File: config.mk
export PLATFORM = sky130hd
export DESIGN_NAME = pkt_encoder_param
export DESIGN_NICKNAME = d
export VERILOG_FILES = /design/src/rtl/pkt_enc_pkg.sv /design/src/rtl/pkt_buf.sv /design/src/rtl/pkt_encoder_param.sv
export SDC_FILE = /design/constraint.sdc
export NUM_CORES = 1
export LEC_CHECK = 0
export ABC_CLOCK_PERIOD_IN_PS = 3030
export BUFFER_PORTS_ARGS = -buffer_cell sky130_fd_sc_hd__clkbuf_2
export CORE_MARGIN = 2
export CORE_UTILIZATION = 62
export CTS_BUF_LIST = sky130_fd_sc_hd__clkbuf_4 sky130_fd_sc_hd__clkbuf_8
export DETAILED_ROUTE_END_ITERATION = 16
export HOLD_SLACK_MARGIN = 0.05
export PLACE_DENSITY = 0.87
export SLEW_MARGIN = 20
export SYNTH_ARGS = -nofsm -noshare
export SYNTH_HDL_FRONTEND = slang
export SYNTH_SLANG_ARGS = --single-unit
File: constraint.sdc
create_clock -name clk -period 3.03 [get_ports clk]
set_input_delay 0.7575 -clock clk [delete_from_list [all_inputs] [get_ports clk]]
set_output_delay 0.7575 -clock clk [all_outputs]
set_load 0.01 [all_outputs]
File: src/rtl/pkt_enc_pkg.sv
// Shared types for the packet encoder: FSM state encoding and error codes.
// Latency: n/a (declarations only).
// Backpressure: n/a.
package pkt_enc_pkg;

    typedef enum logic [2:0] {
        IDLE,
        LOAD,
        HDR,
        LEN,
        PAY,
        PAR
    } state_e;

    localparam logic [1:0] ERR_NONE     = 2'b00;
    localparam logic [1:0] ERR_ZERO     = 2'b01;
    localparam logic [1:0] ERR_OVERSIZE = 2'b10;
    localparam logic [1:0] ERR_SHORT    = 2'b11;

endpackage

File: src/rtl/pkt_buf.sv
// Payload store: DEPTH x DW words, one write port, one asynchronous read port.
// Latency: write lands on the clock edge; read data follows raddr_i combinationally.
// Backpressure: none; the owner decides when to write and what to read.
module pkt_buf #(
    parameter int DW    = 8,
    parameter int DEPTH = 32,
    parameter int AW    = 5
) (
    input  logic          clk,
    input  logic          we_i,
    input  logic [AW-1:0] waddr_i,
    input  logic [DW-1:0] wdat_i,
    input  logic [AW-1:0] raddr_i,
    output logic [DW-1:0] rdat_o
);

    logic [DW-1:0] mem_q [DEPTH];

    // Storage is never reset: every word read in a packet was written in that packet.
    always_ff @(posedge clk) begin
        if (we_i) begin
            mem_q[waddr_i] <= wdat_i;
        end
    end

    assign rdat_o = mem_q[raddr_i];

endmodule

File: src/rtl/pkt_encoder_param.sv
// Packet encoder: buffers N payload words, then emits addr, N, payload, XOR parity.
// Latency: header is valid the cycle after the last payload word is taken; N+3 output words.
// Backpressure: each output word holds until out_ready; no input is taken while emitting.
module pkt_encoder_param
    import pkt_enc_pkg::*;
#(
    parameter int DW      = 8,
    parameter int MAX_LEN = 32
) (
    input  logic          clk,
    input  logic          rst,
    input  logic          ip_valid,
    output logic          in_ready,
    input  logic [DW-1:0] destination_addr,
    input  logic [DW-1:0] payload_size,
    input  logic [DW-1:0] payload_din,
    output logic [DW-1:0] packet_out,
    output logic          packet_valid,
    input  logic          out_ready,
    output logic          busy,
    output logic          err_valid,
    output logic [1:0]    err_code
);

    // A single-entry buffer still needs a one-bit pointer.
    localparam int AW = (MAX_LEN > 1) ? $clog2(MAX_LEN) : 1;

    state_e        state_q, state_d;
    logic [DW-1:0] addr_q, addr_d;
    logic [DW-1:0] size_q, size_d;
    logic [DW-1:0] par_q, par_d;
    logic [AW-1:0] wptr_q, wptr_d;
    logic [AW-1:0] rptr_q, rptr_d;
    logic          err_vld_q, err_vld_d;
    logic [1:0]    err_code_q, err_code_d;

    logic          buf_we;
    logic [AW-1:0] buf_waddr;
    logic [DW-1:0] buf_rdat;

    pkt_buf #(
        .DW    (DW),
        .DEPTH (MAX_LEN),
        .AW    (AW)
    ) u_buf (
        .clk     (clk),
        .we_i    (buf_we),
        .waddr_i (buf_waddr),
        .wdat_i  (payload_din),
        .raddr_i (rptr_q),
        .rdat_o  (buf_rdat)
    );

    // Next-state, handshake and output word selection.
    always_comb begin
        state_d      = state_q;
        addr_d       = addr_q;
        size_d       = size_q;
        par_d        = par_q;
        wptr_d       = wptr_q;
        rptr_d       = rptr_q;
        err_vld_d    = 1'b0;
        err_code_d   = err_code_q;
        buf_we       = 1'b0;
        buf_waddr    = wptr_q;
        in_ready     = 1'b0;
        packet_valid = 1'b0;
        packet_out   = '0;

        case (state_q)
            IDLE: begin
                in_ready = 1'b1;
                if (ip_valid) begin
                    // First beat carries header fields and payload word 0 together.
                    addr_d    = destination_addr;
                    size_d    = payload_size;
                    par_d     = destination_addr ^ payload_size ^ payload_din;
                    buf_we    = 1'b1;
                    buf_waddr = '0;
                    wptr_d    = AW'(1);
                    rptr_d    = '0;
                    if (payload_size == '0) begin
                        err_vld_d  = 1'b1;
                        err_code_d = ERR_ZERO;
                    end else if (payload_size > DW'(MAX_LEN)) begin
                        err_vld_d  = 1'b1;
                        err_code_d = ERR_OVERSIZE;
                    end else if (payload_size == DW'(1)) begin
                        state_d = HDR;
                    end else begin
                        state_d = LOAD;
                    end
                end
            end
            LOAD: begin
                in_ready = 1'b1;
                if (ip_valid) begin
                    buf_we = 1'b1;
                    wptr_d = wptr_q + AW'(1);
                    par_d  = par_q ^ payload_din;
                    if (DW'(wptr_q) == size_q - DW'(1)) begin
                        state_d = HDR;
                    end
                end else begin
                    // Payload must be gap-free; a hole drops the whole packet.
                    err_vld_d  = 1'b1;
                    err_code_d = ERR_SHORT;
                    state_d    = IDLE;
                end
            end
            HDR: begin
                packet_valid = 1'b1;
                packet_out   = addr_q;
                if (out_ready) begin
                    state_d = LEN;
                end
            end
            LEN: begin
                packet_valid = 1'b1;
                packet_out   = size_q;
                if (out_ready) begin
                    state_d = PAY;
                end
            end
            PAY: begin
                packet_valid = 1'b1;
                packet_out   = buf_rdat;
                if (out_ready) begin
                    if (DW'(rptr_q) == size_q - DW'(1)) begin
                        state_d = PAR;
                    end else begin
                        rptr_d = rptr_q + AW'(1);
                    end
                end
            end
            PAR: begin
                packet_valid = 1'b1;
                packet_out   = par_q;
                if (out_ready) begin
                    state_d = IDLE;
                end
            end
            default: begin
                state_d = IDLE;
            end
        endcase
    end

    // State and datapath registers; reset discards any packet in flight.
    always_ff @(posedge clk) begin
        if (rst) begin
            state_q    <= IDLE;
            addr_q     <= '0;
            size_q     <= '0;
            par_q      <= '0;
            wptr_q     <= '0;
            rptr_q     <= '0;
            err_vld_q  <= 1'b0;
            err_code_q <= ERR_NONE;
        end else begin
            state_q    <= state_d;
            addr_q     <= addr_d;
            size_q     <= size_d;
            par_q      <= par_d;
            wptr_q     <= wptr_d;
            rptr_q     <= rptr_d;
            err_vld_q  <= err_vld_d;
            err_code_q <= err_code_d;
        end
    end

    assign busy      = (state_q != IDLE);
    assign err_valid = err_vld_q;
    assign err_code  = err_code_q;

endmodule

==> qor.yml, run 1 <==
tritoncts: "yes"
worst_r2r_endpoint: "u_buf.mem_q[20][0]"
ys_types: 52
synth_most_common_cell: "edfxtp_1"
delay_of_the_slowest_cell_on_the_worst_path_ns: 0.56
worst_ir_drop_vdd_uv: 354
dp_hpwl_um: 19300
drive_gt1_frac: 0.306
status: "finished, violations left"
drc: 0
cts-root-to-sink-buffers: 3
grt_max_degree: 40
post-route-min-period_ns: 3.63
slew_violations: 0
antenna_found_initial: 0
finalHoldViolCount: 0
setup_repair_after_global_routing_missed_its_margin: "true"
tritoncts.num_buffers: 45
io_pins: 42
synth.avg_cell_area_sq_um: 16.2
synth_enable_flop_cells: 256
cts_htree_levels: 2
clock_skew_ns: 0.0279
number_of_non_filler_instances_in_the_completed_layout: 1189
cp-start-kind: "register"
sequential_area_share_after_synthesis: 0.683
number_of_global_route_vias_before_repair: 7745
worst-slew-pin-transition_ns: 0.936
fp.dieH_um: 146
placement_rows: 52
synth-warning-count: 0
final_worst_path_cycle_share: 1.20
post_synth_main_area_contributors: "edfxtp_1 (61%), mux4_2 (14%), dfxtp_1 (7.2%)"
gr-usage-all-layers: 0.294
synth_top_cell_area_share: 0.611
die-area_sq_um: 21400
postSynthCellCount: 777
initial_utilization: 0.628
setup_total_negative_slack_ns: -4.48
numPortBuffers: 41
worst_hold_path_endpoint: "addr_q[7]"
synthFlopType: "edfxtp_1"
grt_util_met2: 0.465
holdCritPathClass: "input pin to register"
worst_path_max_delay_cell: "mux4_2"
groute.layer.met3.usage: 0.0475
final_critical_path_setup_slack_ns: -0.600
grt_pass1_wl_um: 46800
final_core_util: 0.726
grt_overflow_total: 0
worstPathMaxFanout: 8
clock_sinks: 301
sum_of_routed_wire_length_over_all_layers_um: 32300
violations_in_the_final_reports: "negative setup slack"
p_leak_uw: 0.00475
clock_tree.root_cell: "clkbuf_8"
antenna_cells: 0
worstSetupEndpointType: "output pin"
worstHoldStart: "destination_addr[7]"
hold_buffers: 0
worst_slew_margin_rel: 0.374
area_delta_synth_final_pct: 15.8
design.final.nets: 918
worstPathArrival_ns: 2.87
clk_pin_slew_worst_paths_ns: 0.07
r2r_cells: 4
power_uw: 8650
synth_top_area_cell: "edfxtp_1"
drt_pass1_iterations: 6
maxCapViolCount: 0
postSynthNetCount: 808
clkLatencyLatePin_ns: 0.56
grtUsageMet1: 0.401
worst-r2r-setup-slack_ns: 0.31
grt_most_used_layer: "met2"
viasPerCell: 6.69
final_antenna_net_count: 0
gpl.final_weighted_congestion: 0.848
rr_startpoint: "state_q[1]"
die_width_um: 146
fmax_mhz: 275
synth.ff_latch_count: 301
path_type_of_the_worst_setup_path: "register to output pin"
power_per_cell_area_nw_per_um2: 594
coreArea_sq_um: 20000
wl_per_cell_um: 27.1
drt_iter0_markers: 1112
timing.hold.worst_path_depth: 3
final.hold.worst_slack_ns: 0.456
routed-via-count: 7953
synthArstFlopShare: 0
synth_common_cells: "edfxtp_1 (256), mux4_2 (80), nand2_1 (66)"
path_cells: "buf_12 > buf_12 > mux4_2 > mux4_2 > a22oi_2 > o211ai_1 > clkbuf_2"
syn_area_sq_um: 12600
report.final.setup_viol: 8
worst_ep_required_time_ns: 2.27
dpl.cell_count: 1104
==> area by class of cell <==
class                           instances  area, sq um
Clock buffer                           57          728
Clock inverter                         22          209
Fill cell                            1144         5480
Inverter                                7         26.3
Multi-Input combinational cell        422         3790
Sequential cell                       301         8590
Tap cell                              270          338
Timing Repair Buffer                  110          872
==> metrics by stage <==
| step | cell area (sq um) | setup WS (ns) |
|---|---|---|
| after floorplan | 12600 | 0.189 |
| after global placement | 13500 | 0.0165 |
| after detailed placement | 13500 | -0.0309 |
| after CTS | 14500 | -0.597 |
| after global routing | 14600 | -0.666 |
| final | 14600 | -0.600 |
==> registers in the layout, summed over array words and instances (netlist names), named ones only <==
signal and flops:
par_q 8, addr_q 8, err_code 2, size_q 8, err_valid 1, wptr_q 5, state_q 3, u_buf.mem_q 256
rptr_q 5
==> worst max-delay path: cells and delay by family, from the launching register on <==
family	cells	cell delay (ns)
buf+inv	3	0.46
mux	2	1.07
flops	1	0.42
compound gates	2	0.37
==> timing repair <==
| action | in CTS | in global routing |
|---|---|---|
| pin swaps | 3 | 10 |
| setup endpoints to repair | 8 | 8 |
| endpoints found under the hold margin | 0 | 0 |
| gates cloned | 1 | 0 |
| buffers inserted | 3 | 2 |
| gates resized for setup | 5 | 7 |
==> how the worst max path moves through the flow <==
stage                    end  slack (ns)  cells past startpoint
2_1_floorplan  packet_out[7]        0.19                      6
3_3_place_gp   packet_out[1]        0.02                      7
3_5_place_dp   packet_out[1]       -0.03                      7
4_1_cts        packet_out[1]       -0.60                      7
5_1_grt        packet_out[1]       -0.67                      7
6_report       packet_out[1]       -0.60                      7
==> routing by layer <==
layer	part of all wire	up-vias	wire [um]
li1	-	3297	-
met1	0.37	3931	11800
met2	0.48	615	15600
met3	0.096	110	3110
met4	0.053	0	1710
met5	0	-	0
==> power by group <==
part / switching [uW] / leakage (uW) / internal [uW]
clock network: 1550 / 0.000488 / 1920
registers: 58.8 / 0.00268 / 4550
logic: 371 / 0.00158 / 197
total: 1980 / 0.00475 / 6670
==> logic make-up after synthesis <==
family / synth area share
AO/OA/AOI/OAI: 0.0572
XOR/XNOR: 0.0125
adder cells (fa/ha/maj): 0.00378
buffers and inverters: 0.0193
flip-flops: 0.683
multiplexers: 0.152
AND/OR/NAND/NOR: 0.0721
==> placed cells by master, fill, tap and decap left out, drive strengths merged, types with 4 or more instances in the layout <==
cell,n
dfxtp,45
nand3,15
nor2b,6
a22oi,8
a21o,6
nor4,6
clkbuf,95
xor2,5
o211ai,8
nand2b,8
a211oi,4
nor2,51
o22ai,9
inv,8
bufinv,4
edfxtp,256
a21oi,54
clkinv,15
mux4,80
or3,5
mux2i,10
o21ai,19
nand2,66
buf,72
xnor2,13
nor3,18
No activity file was read; power rests on OpenSTA's default activity.
==> run 2, diff against run 1 <==
SYNTH_HIERARCHICAL = 1   (was not set)
==> run 2 against run 1 <==
The flow still finishes with violations (negative setup slack). Routed wire length shrank 7.3%. Largest power group unchanged. Global-route usage shrank 1.0 points. Combinational power fell by 14%. Area after synthesis shrank 1.6%. First-iteration DRC count shrank 8.1%. Via count is 6.8% lower. Synthesized cell count shrank 6.8%. Clock power down 7.8%. Clock skew shrank 0.013 ns. Clock-buffer cell count rose by 1. Highest routed layer unchanged. Largest cell class unchanged. Setup slack got worse by 0.23 ns.
==> qor.yml, run 2 <==
gr-usage-all-layers: 0.284  # -0.0102
cts_htree_levels: 2  # unchanged
clock_tree.root_cell: "clkbuf_8"
final_antenna_net_count: 0  # unchanged
p_comb_frac: 0.059  # -0.007
antenna_found_initial: 0  # unchanged
compound_cell_area_share_of_the_yosys_netlist: 0.0422  # -0.0150
net-switching-power_uw: 1890  # -4.8%
io_pins: 42  # unchanged
drive_gt1_frac: 0.315  # +0.00972
p_seq_frac: 0.550  # +0.018
synthXorXnorAreaFrac: 0.0213  # +0.00880
worstPathBufferInverterCount: 3  # unchanged
cp.depth: 7  # unchanged
postSynthCellCount: 724  # -6.8%
synth_simple_gate_area_frac: 0.0651  # -0.00702
slew_violations: 0  # unchanged
cts-root-to-sink-buffers: 3  # unchanged
syn_area_sq_um: 12400  # -1.6%
synth.avg_cell_area_sq_um: 17.1  # +5.6%
worstPathMaxFanout: 7  # -1
placement_rows: 51  # -1.9%
placed_standard_cell_area_sq_um: 13300  # -1.8%
wl_per_cell_um: 26.2  # -3.6%
post-route-min-period_ns: 3.86  # +0.226 ns
mostFrequentLayoutCell: "edfxtp_1"
tritoncts: "yes"
clkLatencyLatePin_ns: 0.56  # about the same
regMostFlops: "u_buf/mem_q"
r2r_cells: 9  # +5
dp_hpwl_um: 18800  # -2.5%
initial_utilization: 0.634  # +0.00623
synthFlopType: "edfxtp_1"
clock_sinks: 296  # -1.7%
multiInputGateArea_sq_um: 3710  # -2.2%
number_of_non_filler_instances_in_the_completed_layout: 1143  # -3.9%
path_type_of_the_worst_setup_path: "register to output pin"
cell_internal_pwr_uw: 6330  # -5.1%
synth_enable_flop_cells: 256  # unchanged
max_reg_flops: 256  # unchanged
finalHoldViolCount: 0  # unchanged
endpoint: "packet_out[2]"
die_width_um: 145  # -0.78%
sum_of_routed_wire_length_over_all_layers_um: 29900  # -7.3%
number_of_global_route_vias_before_repair: 7442  # -3.9%
post_synth_main_area_contributors: "edfxtp_1 (62%), mux4_2 (15%), dfxtp_1 (6.5%)"
worstSetupEndpointType: "output pin"
power.share.switching: 0.230  # +0.000519
final_worst_path_cycle_share: 1.27  # +0.0744
sequential_area_share_after_synthesis: 0.686  # +0.00296
commonest_cells_after_routing_fill_and_taps_aside: "edfxtp_1 (256), mux4_2 (80), nor2_1 (65), buf_4 (57), nand2_1 (51)"
pre_cts_slack_ns: -0.270  # -0.239 ns
design.final.nets: 873  # -4.9%
synth_top_area_cell: "edfxtp_1"
report.final.setup_viol: 8  # unchanged
maxCapViolCount: 0  # unchanged
numPortBuffers: 41  # unchanged
setup_total_negative_slack_ns: -6.28  # -1.80 ns
final_critical_path_setup_slack_ns: -0.826  # -0.226 ns
share_of_synthesized_cell_area_in_full_adder_half_adder_and_majority_cells: 0.00303  # -0.000748
clk_pin_slew_worst_paths_ns: 0.06  # about the same
dpl.cell_count: 1051  # -4.8%
path_cells: "buf_12 > buf_12 > mux4_2 > mux4_2 > mux2_2 > a221o_1 > clkbuf_2"
synth.ff_latch_count: 296  # -1.7%
postSynthNetCount: 755  # -6.6%
fin_area_sq_um: 14300  # -1.7%
die-area_sq_um: 21100  # -1.6%
gpl.final_weighted_congestion: 0.880  # +3.7%
power_per_cell_area_nw_per_um2: 574  # -3.4%
status: "finished, violations left"
worst_slew_margin_rel: 0.427  # +0.0535
fp.dieH_um: 145  # -0.78%
worst_r2r_endpoint: "u_buf/mem_q[9][0]"
synth_most_common_cell: "edfxtp_1"
coreArea_sq_um: 19500  # -2.6%
drt_pass1_iterations: 5  # -1
synth_top_family_by_area: "multiplexers"
tritoncts.num_buffers: 46  # +2.2%
worstPathArrival_ns: 3.10  # +0.23 ns
cp_top_family: "multiplexers"
worst_path_max_delay_cell: "mux4_2"
grt_overflow_total: 0  # unchanged
num-fill-cells: 1098  # -4.0%
violations_in_the_final_reports: "negative setup slack"
holdCritPathClass: "register to register"
antenna_cells: 0  # unchanged
power_uw: 8220  # -5.0%
setup_repair_after_global_routing_missed_its_margin: "true"
grt_max_degree: 42  # +5.0%
rr_startpoint: "state_q[2]"
timing.critical_path.from: "rptr_q[0]"
worst_ep_required_time_ns: 2.27  # about the same
final-seq-area_sq_um: 8490  # -1.2%
synth_top_cell_area_share: 0.621  # +0.00989
drc: 0  # unchanged
worst_ir_drop_vdd_uv: 442  # +25%
ys_types: 56  # +7.7%
area_delta_synth_final_pct: 15.7  # about the same
synth_common_cells: "edfxtp_1 (256), mux4_2 (80), nor2_1 (65)"
cp-start-kind: "register"
fmax_mhz: 259  # -5.9%
synth-warning-count: 6  # +6
synthArstFlopShare: 0  # unchanged
p_leak_uw: 0.00474  # -0.18%
worst-r2r-setup-slack_ns: 0.44  # +0.13 ns
viasPerCell: 6.48  # -3.1%
grt_pass1_wl_um: 44600  # -4.8%
routed-via-count: 7410  # -6.8%
muxShareOfSynthArea: 0.166  # +0.0137
clock_skew_ns: 0.0149  # -0.0131 ns
delay_of_the_slowest_cell_on_the_worst_path_ns: 0.56  # about the same
worst-slew-pin-transition_ns: 0.859  # -0.0767 ns
power.clock.fraction: 0.391  # -0.011
drt_iter0_markers: 1022  # -8.1%
## run 2: timing repair
action,in CTS,in global routing
setup endpoints to repair,8,8
cloned,0,3
hold buffers,0,0
pin swaps,0,1
resized for setup,3,10
buffers inserted,4,1
## run 2: layout make-up
cell class	count	area share
multi-input cells	384	0.259
clock inverters	26	0.0107
flip-flops and latches	296	0.593
clock buffers	58	0.0505
well taps	265	0.0232
inverters	4	0.00105
repair buffers	110	0.0625
## run 2: power groups by stage
stage | sequential, uW | combinational (uW) | clock [uW]
2_1_floorplan | 4590 | 287 | 0
3_3_place_gp | 4600 | 436 | 0
3_5_place_dp | 4610 | 470 | 0
4_1_cts | 4520 | 474 | 3240
5_1_grt | 4530 | 523 | 3420
6_report | 4520 | 486 | 3210
## run 2: kinds of logic after synthesis
group | count (synthesis)
adder cells (fa/ha/maj) | 3
AO/OA/AOI/OAI | 77
AND/OR/NAND/NOR | 173
multiplexers | 104
flip-flops | 296
XOR/XNOR | 27
buffers and inverters | 44
## run 2: layer usage
metal / wire length, um / up-vias / global-route usage
met2: 15000 / 480 / 0.463
met3: 3080 / 76 / 0.0591
met1: 10900 / 3721 / 0.384
li1: - / 3133 / -
met4: 980 / 0 / 0.107
met5: 0 / - / 0
## run 2: worst min-delay path by stage
stage,end,from,slack (ns),cells after the start
final,err_code[1],err_code[1],0.46,2
after global routing,addr_q[3],destination_addr[3],0.47,3
after floorplan,addr_q[1],addr_q[1],0.44,2
after CTS,addr_q[4],destination_addr[4],0.45,3
after detailed placement,err_code[1],err_code[1],0.45,2
after global placement,err_code[1],err_code[1],0.44,2
## run 2: worst register-to-register path: stages, from the launching register on
cell	delay, ns
dfxtp_1	0.33
nor2_1	0.05
buf_4	0.14
nand2_1	0.20
inv_1	0.10
nand2b_1	0.19
and2_1	0.36
or3b_2	0.54
nor2_1	0.15
buf_4	0.23
## run 2: stage by stage
step	hold slack, ns	utilization
global route	0.468	0.733
detailed placement	0.447	0.680
global placement	0.439	0.680
finish	0.457	0.733
floorplan	0.436	-
CTS	0.445	0.727
==> run 3, diff against run 2 <==
--- a/config.mk
+++ b/config.mk
@@ -10,7 +10,6 @@
 export CORE_MARGIN = 2
-export CORE_UTILIZATION = 62
+export CORE_UTILIZATION = 42
 export CTS_BUF_LIST = sky130_fd_sc_hd__clkbuf_4 sky130_fd_sc_hd__clkbuf_8
 export DETAILED_ROUTE_END_ITERATION = 16
-export HOLD_SLACK_MARGIN = 0.05
-export PLACE_DENSITY = 0.87
+export PLACE_DENSITY = 0.65
 export SLEW_MARGIN = 20
--- a/constraint.sdc
+++ b/constraint.sdc
@@ -3,2 +3,2 @@
 set_output_delay 0.7575 -clock clk [all_outputs]
-set_load 0.01 [all_outputs]
+set_load 0.1 [all_outputs]
==> run 3 against run 2 <==
The run still ends with negative setup slack left. Sequential power is essentially flat. First-iteration DRC count is 42% lower. Hold slack lost 0.036 ns. Critical endpoint is now packet_out[3].
==> qor.yml, run 3 (synthesis results as in run 2) <==
cts-root-to-sink-buffers: 3  # unchanged
grt_max_degree: 33  # -21%
clock_skew_ns: 0.0216  # +0.00679 ns
maxCapViolCount: 0  # unchanged
setup_repair_after_global_routing_missed_its_margin: "true"
antenna_cells: 0  # unchanged
path_cells: "buf_12 > buf_12 > mux4_2 > mux4_2 > mux2_2 > a221o_4 > buf_12"
gpl.final_weighted_congestion: 0.795  # -9.7%
die_width_um: 176  # +21%
drt_iter0_markers: 589  # -42%
p_leak_uw: 0.00496  # +4.7%
path_type_of_the_worst_setup_path: "register to output pin"
mostFrequentLayoutCell: "edfxtp_1"
io_pins: 42  # unchanged
finalHoldViolCount: 0  # unchanged
violations_in_the_final_reports: "negative setup slack"
drive_gt1_frac: 0.363  # +0.0471
worstPathMaxFanout: 8  # +1
clkLatencyLatePin_ns: 0.60  # +0.04 ns
worst_slew_margin_rel: 0.523  # +0.0963
viasPerCell: 5.53  # -15%
fin_area_sq_um: 15100  # +5.5%
worstPathArrival_ns: 3.17  # +0.07 ns
drc: 0  # unchanged
final_antenna_net_count: 0  # unchanged
status: "finished, violations left"
fmax_mhz: 255  # -1.8%
number_of_global_route_vias_before_repair: 7125  # -4.3%
wl_per_cell_um: 23.3  # -11%
routed-via-count: 7092  # -4.3%
final_worst_path_cycle_share: 1.30  # +0.0237
final_critical_path_setup_slack_ns: -0.898  # -0.0718 ns
p_seq_frac: 0.537  # -0.013
crit_top_cell: "buf_12"
cell_internal_pwr_uw: 6450  # +1.9%
cts_htree_levels: 2  # unchanged
gr-usage-all-layers: 0.197  # -0.0870
grt_overflow_total: 0  # unchanged
numPortBuffers: 41  # unchanged
power_per_cell_area_nw_per_um2: 559  # -2.6%
report.final.setup_viol: 8  # unchanged
fp.dieH_um: 176  # +21%
worstSetupEndpointType: "output pin"
coreArea_sq_um: 28900  # +48%
max_reg_flops: 256  # unchanged
regMostFlops: "u_buf/mem_q"
placed_standard_cell_area_sq_um: 14000  # +5.3%
sum_of_routed_wire_length_over_all_layers_um: 29900  # about the same
worst_ir_drop_vdd_uv: 335  # -24%
net-switching-power_uw: 1990  # +5.5%
worst_path_max_delay_cell: "mux4_2"
clock_tree.root_cell: "clkbuf_8"
slew_violations: 0  # unchanged
tritoncts: "yes"
number_of_non_filler_instances_in_the_completed_layout: 1283  # +12%
delay_of_the_slowest_cell_on_the_worst_path_ns: 0.56  # about the same
clock_sinks: 296  # unchanged
antenna_found_initial: 0  # unchanged
post-route-min-period_ns: 3.93  # +0.0718 ns
commonest_cells_after_routing_fill_and_taps_aside: "edfxtp_1 (256), mux4_2 (80), buf_4 (71), nor2_1 (54), nand2_1 (51)"
dpl.cell_count: 1194  # +14%
grt_pass1_wl_um: 44500  # -0.11%
tritoncts.num_buffers: 48  # +4.3%
design.final.nets: 899  # +3.0%
worst_ep_required_time_ns: 2.27  # about the same
initial_utilization: 0.429  # -0.205
power.clock.fraction: 0.391  # about the same
holdCritPathClass: "input pin to register"
clk_pin_slew_worst_paths_ns: 0.06  # about the same
drt_pass1_iterations: 5  # unchanged
die-area_sq_um: 30900  # +46%
dp_hpwl_um: 19500  # +3.9%
worst-slew-pin-transition_ns: 0.714  # -0.145 ns
cp-start-kind: "register"
power.share.switching: 0.236  # +0.00620
placement_rows: 62  # +22%
area_delta_synth_final_pct: 22.1
hold_buffers: 0  # unchanged
p_comb_frac: 0.072  # +0.013
run 3: area by class of cell:
| class | count | area (sq um) |
|---|---|---|
| sequential | 296 | 8490 |
| clock inverter | 14 | 95.1 |
| multi-input combinational | 384 | 3880 |
| tap | 384 | 480 |
| clock buffer | 67 | 816 |
| fill | 2368 | 13800 |
| inverter | 4 | 15.0 |
| timing repair buffer | 134 | 1330 |
run 3: timing repair:
| item | in CTS | in global routing |
|---|---|---|
| gates resized for setup | 3 | 6 |
| cloned | 0 | 4 |
| buffers inserted | 2 | 2 |
| pin swaps | 1 | 2 |
| endpoints found under the hold margin | 0 | 0 |
| endpoints found under the setup margin | 8 | 8 |
run 3: per-stage QoR:
step                      TNS (ns)  setup WS, ns  power, uW  utilization  hold WS (ns)
after floorplan             -10.45        -0.177       4980            -         0.436
after global placement       -2.06        -0.297       5190        0.484         0.443
after detailed placement     -2.10        -0.307       5200        0.484         0.446
after CTS                    -7.36        -0.938       8510        0.518         0.397
after global routing         -7.75        -0.983       8740        0.523         0.404
final                        -7.05        -0.898       8440        0.523         0.421
run 3: worst paths after layout:
kind	cells past startpoint	slack (ns)	end	from
worst max-delay path	7	-0.90	packet_out[3]	rptr_q[0]
worst min-delay path	3	0.42	addr_q[3]	destination_addr[3]
worst max register to register	8	0.48	u_buf/mem_q[0][6]	state_q[1]
worst min register to register	2	0.45	addr_q[1]	addr_q[1]
run 3: layer usage:
| layer | track usage | up-vias | wire length, um |
|---|---|---|---|
| met3 | 0.0383 | 54 | 1860 |
| li1 | - | 3184 | - |
| met5 | 0 | - | 0 |
| met4 | 0.0589 | 0 | 654 |
| met2 | 0.307 | 231 | 14300 |
| met1 | 0.283 | 3623 | 13100 |
run 3: worst max-delay path: cells and delay by family (launching register included):
kind	cells	cell delay, ns
multiplexers	3	1.34
flip-flops	1	0.36
AO/OA/AOI/OAI	1	0.40
buffers and inverters	3	0.45
run 3: power groups by stage:
stage / sequential (uW) / clock (uW) / combinational [uW]
4_1_cts: 4530 / 3380 / 599
3_5_place_dp: 4610 / 0 / 590
6_report: 4530 / 3300 / 608
2_1_floorplan: 4630 / 0 / 351
5_1_grt: 4540 / 3550 / 656
3_3_place_gp: 4610 / 0 / 582
